File: config.mk
export PLATFORM = sky130hd
export DESIGN_NAME = fetch_stage
export DESIGN_NICKNAME = d
export VERILOG_FILES = /design/src/rtl/fetch_stage.sv
export SDC_FILE = /design/constraint.sdc
export NUM_CORES = 1
export LEC_CHECK = 0
export CORE_MARGIN = 2
export CORE_UTILIZATION = 36
export CTS_CLUSTER_SIZE = 40
export DETAILED_ROUTE_END_ITERATION = 16
export PLACE_DENSITY = 0.7
export SYNTH_ARGS = -nofsm -noshare
export SYNTH_HDL_FRONTEND = slang
export SYNTH_SLANG_ARGS = --single-unit
File: constraint.sdc
create_clock -name clock -period 4.7 [get_ports clock]
set_clock_uncertainty 0.05 [all_clocks]
set_input_delay 0.94 -clock clock [delete_from_list [all_inputs] [get_ports clock]]
set_output_delay 0.94 -clock clock [all_outputs]
set_load 0.01 [all_outputs]
File: src/rtl/fetch_stage.sv
// Instruction-fetch stage: owns the PC, drives imem, and loads the IF/ID register.
// Define FETCH_STATS_EN to add saturating fetch/bubble counters as extra outputs.
module fetch_stage #(
  parameter logic [31:0] PC_RESET = 32'h0100_0000,
  parameter logic [31:0] NOP_INST = 32'h0000_0013
) (
  input  logic        clock,
  input  logic        reset,
  output logic [31:0] imem_addr,
  input  logic [31:0] imem_data,
  input  logic        stall,
  input  logic        redirect,
  input  logic [31:0] redirect_pc,
  input  logic        halt,
  output logic [31:0] f_pc,
  output logic [31:0] f_inst,
  output logic        f_valid,
  output logic        halted
`ifdef FETCH_STATS_EN
  ,
  output logic [31:0] fetch_count,
  output logic [31:0] bubble_count
`endif
);

  typedef enum logic {RUN, HALT} state_t;

  state_t      state_q, state_d;
  logic [31:0] pc_q, pc_d;
  logic [31:0] fPc_q, fPc_d;
  logic [31:0] fInst_q, fInst_d;
  logic        fValid_q, fValid_d;
  logic        halted_q;
  logic        doAdvance, doBubble;

  // Redirect outranks halt so an older taken branch squashes a wrong-path ECALL;
  // halt is only honoured when the hazard unit is not stalling.
  always_comb begin
    state_d   = state_q;
    pc_d      = pc_q;
    fPc_d     = fPc_q;
    fInst_d   = fInst_q;
    fValid_d  = fValid_q;
    doAdvance = 1'b0;
    doBubble  = 1'b0;
    if (state_q == RUN) begin
      if (redirect) begin
        pc_d     = {redirect_pc[31:2], 2'b00};
        fPc_d    = pc_q;
        fInst_d  = NOP_INST;
        fValid_d = 1'b0;
        doBubble = 1'b1;
      end else if (halt && !stall) begin
        state_d  = HALT;
        fInst_d  = NOP_INST;
        fValid_d = 1'b0;
        doBubble = 1'b1;
      end else if (!stall) begin
        pc_d      = pc_q + 32'd4;
        fPc_d     = pc_q;
        fInst_d   = imem_data;
        fValid_d  = 1'b1;
        doAdvance = 1'b1;
      end
    end
  end

  always_ff @(posedge clock) begin
    if (reset) begin
      state_q  <= RUN;
      pc_q     <= PC_RESET;
      fPc_q    <= PC_RESET;
      fInst_q  <= NOP_INST;
      fValid_q <= 1'b0;
      halted_q <= 1'b0;
    end else begin
      state_q  <= state_d;
      pc_q     <= pc_d;
      fPc_q    <= fPc_d;
      fInst_q  <= fInst_d;
      fValid_q <= fValid_d;
      halted_q <= (state_d == HALT);
    end
  end

  assign imem_addr = pc_q;
  assign f_pc      = fPc_q;
  assign f_inst    = fInst_q;
  assign f_valid   = fValid_q;
  assign halted    = halted_q;

`ifdef FETCH_STATS_EN
  logic [31:0] fetchCount_q, bubbleCount_q;

  // Both counters stick at all-ones rather than wrapping.
  always_ff @(posedge clock) begin
    if (reset) begin
      fetchCount_q  <= 32'd0;
      bubbleCount_q <= 32'd0;
    end else begin
      if (doAdvance && (fetchCount_q != 32'hFFFF_FFFF))
        fetchCount_q <= fetchCount_q + 32'd1;
      if (doBubble && (bubbleCount_q != 32'hFFFF_FFFF))
        bubbleCount_q <= bubbleCount_q + 32'd1;
    end
  end

  assign fetch_count  = fetchCount_q;
  assign bubble_count = bubbleCount_q;
`else
  logic unusedStats;
  assign unusedStats = doAdvance ^ doBubble;
`endif

endmodule

==> summary.md <==
| Metric | Value |
|---|---|
| Status | finished clean |
| Top-area cell type share of the netlist area | 44.3% |
| Drt first pass iters | 5 |
| Max Slew Vio Count | 0 |
| Critical Path Fanout Max | 51 |
| Vias per cell | 5.65 |
| Postcts setup bufs | 0 |
| Final Hold Vio Count | 0 |
| Post-Syn Instances | 533 |
| Mapped Avg Cell Area | 7.97 µm² |
| P_sw | 0.516 mW |
| Clock latency on the worst-skew pair | 0.35 ns |
| Max-cap viol count | 0 |
| Antenna Nets Post-Route | 0 |
| CP Data Required Time | 4.89 ns |
| Clock buffer depth | 2 |
| Unrepaired setup endpoints after global routing | false |
| Total power | 1.94 mW |
| Fraction of layout cells with a size suffix above 1 | 3.76% |
| Final setup vio count | 0 |
| Cell Area, Synth | 4250 µm² |
| Die ar. | 12,700 µm² |
| Pin count of the biggest net entering global routing | 55 |
| Remaining global-route overflow | 0 |
| P_int | 1.42 mW |
| Main combinational cell family by area after synthesis | simple AND/OR/NAND/NOR gates |
| Mux cell area share after synthesis | 0.471% |
| Yosys cell types | 53 |
| CTS root buf | clkbuf_16 |
| Setup CP Type | in2reg |
| First-pass GRT wire length | 22.4 mm |
| Hold crit path type | reg2reg |
| Area growth from synthesis to layout | 44.9% |
| # port buffers | 160 |
| Die Y | 113 µm |
| Max rail drop VDD | 0.000205 V |
| Hold_buf cts | 0 |
| Total Wirelength | 13.6 mm |
| Crit. End Element | register |
| Tmin final | 3.30 ns |
| CP Launch Type | primary input |
| Clock Pin Slew Worst Setup and Hold Paths | 0.07 ns |
| Flop pwr share | 45.7% |
| Commonest non-fill, non-tap cell in the layout | clkdlybuf4s50_1 |
| Die X | 113 µm |
| Leakage power | 2.09 nW |
| Core area | 11,500 µm² |
| WL/cell | 16.8 µm |
| Most frequent cells in the layout | clkdlybuf4s50_1 (159), dfxtp_1 (94), nand2_1 (82), a21oi_1 (53), nor2_1 (49) |
| Synth Area in Simple Gates | 25.3% |
| Max H-tree Level | 3 |
| Leading area contributor after synthesis | dfxtp_1 |
| # resized after CTS | 0 |
| Hpwl dp | 9.22 mm |
| Clock sink count | 94 |
| CP arrival | 3.48 ns |
| Tightest Pin Transition | 1.04 ns |
| Final setup TNS | 0 ns |
| Initial DRC Count | 338 |
| Antenna violations before repair | 0 |
| All-Layer GR Usage | 21.3% |
| Antenna diode count | 0 |
| Final #Nets | 730 |
| Gate power share | 15.9% |
| Main synth FF type | dfxtp_1 |
| Synth Area in Adders | 0.295% |
| Crit share post-route | 70.1% |
| Drc violations | 0 |
| Compound-Gate Fraction of Synth Area | 23.5% |
| Total number of vias | 4,564 |
| Num rows | 39 |
| Post-synthesis xor/xnor area fraction | 0% |
| Synth warn | 0 |
| Peak Freq | 303 MHz |
| Initial Utilization | 37.0% |
| Vias in the first global route | 4,393 |
| Rel. slew slack | 30.6% |
| Switching part of the total | 26.6% |
| Async SR Flop Fraction | 0% |
| Gpl congestion | 0.912 |
| Num CTS Buffers | 9 |
| Pwr/cell area | 315 nW/µm² |
| IO Count | 167 |
| Post-synthesis register bit count | 94 |
| Largest cells by area after synthesis | dfxtp_1 (44%), nand2_1 (7.2%), a21oi_1 (6.2%), a22oi_1 (5.1%), nor2_1 (4.4%) |
| Clock power share | 38.4% |
| CTS tree | built |
| EDFF count, synth | 0 |
| Sequential share of the synthesized area | 44.3% |
## area by class of cell
cell class	count	area, µm²
well taps	143	179
flip-flops and latches	94	1880
multi-input cells	384	2130
inverters	6	22.5
repair buffers	165	1630
clock inverters	5	58.8
fillers	1095	5310
clock buffers	11	243
## through the flow
step	instance area (µm²)	util (%)	worst slack [ns]	hold WS [ns]	std cells
4_1_cts	6150	53.7	1.39	0.407	808
2_1_floorplan	4260	-	2.24	0.431	536
5_1_grt	6150	53.7	1.18	0.424	808
6_report	6150	53.7	1.40	0.403	808
3_5_place_dp	5850	51.0	1.05	0.398	792
3_3_place_gp	5850	51.0	1.06	0.390	792
## registers in the layout, indices dropped and copies added, names as in the netlist
register	count
f_valid	1
f_pc	30
f_inst	32
imem_addr	30
halted	1
## logic make-up (layout without fill, tap and decap cells)
| logic type | Yosys count | in the layout |
|---|---|---|
| buffers and inverters | 58 | 187 |
| adder cells (fa/ha/maj) | 1 | 1 |
| AO/OA/AOI/OAI | 153 | 153 |
| multiplexers | 2 | 2 |
| other | 1 | 4 |
| flip-flops | 94 | 94 |
| AND/OR/NAND/NOR | 224 | 224 |
## synth_stat cells (all sizes together), types with 4 or more instances
master  number
a211oi       7
a21o         5
a21oi       53
a22oi       29
a31oi        8
and3         6
buf         19
clkbuf      33
dfxtp       94
inv          5
nand2       82
nand3       19
nand3b       4
nand4       16
nor2        50
nor3         9
nor3b        7
nor4        12
o211ai       7
o21ai       14
o22ai        5
## critical path, cell delays in order
cell             delay (ns)
clkdlybuf4s50_1        0.60
o21ba_1                0.60
or2_2                  0.86
nor2_1                 0.20
a32o_1                 0.27
## final timing paths
kind,startpoint,to,slack (ns),cells after the start
worst max-delay path,redirect,imem_addr[13],1.40,5
worst max register to register,imem_addr[2],imem_addr[26],2.35,5
worst min register to register,f_pc[23],f_pc[23],0.40,2
worst min-delay path,f_pc[23],f_pc[23],0.40,2
## routing by layer
metal | GRT usage, % | share of wire (%) | vias up
li1 | - | - | 2188
met1 | 28.0 | 43 | 2140
met2 | 34.4 | 46 | 219
met3 | 5.72 | 9.5 | 17
met4 | 6.75 | 1.5 | 0
met5 | 0 | 0 | -
## power by group through the flow
stage | registers, mW | clock network, mW | logic [mW]
after floorplan | 0.905 | 0 | 0.138
after global placement | 0.902 | 0 | 0.303
after detailed placement | 0.904 | 0 | 0.307
after CTS | 0.886 | 0.760 | 0.309
after global routing | 0.894 | 0.794 | 0.336
final | 0.887 | 0.746 | 0.308
Note: power is estimated with default switching activity, not from simulation.
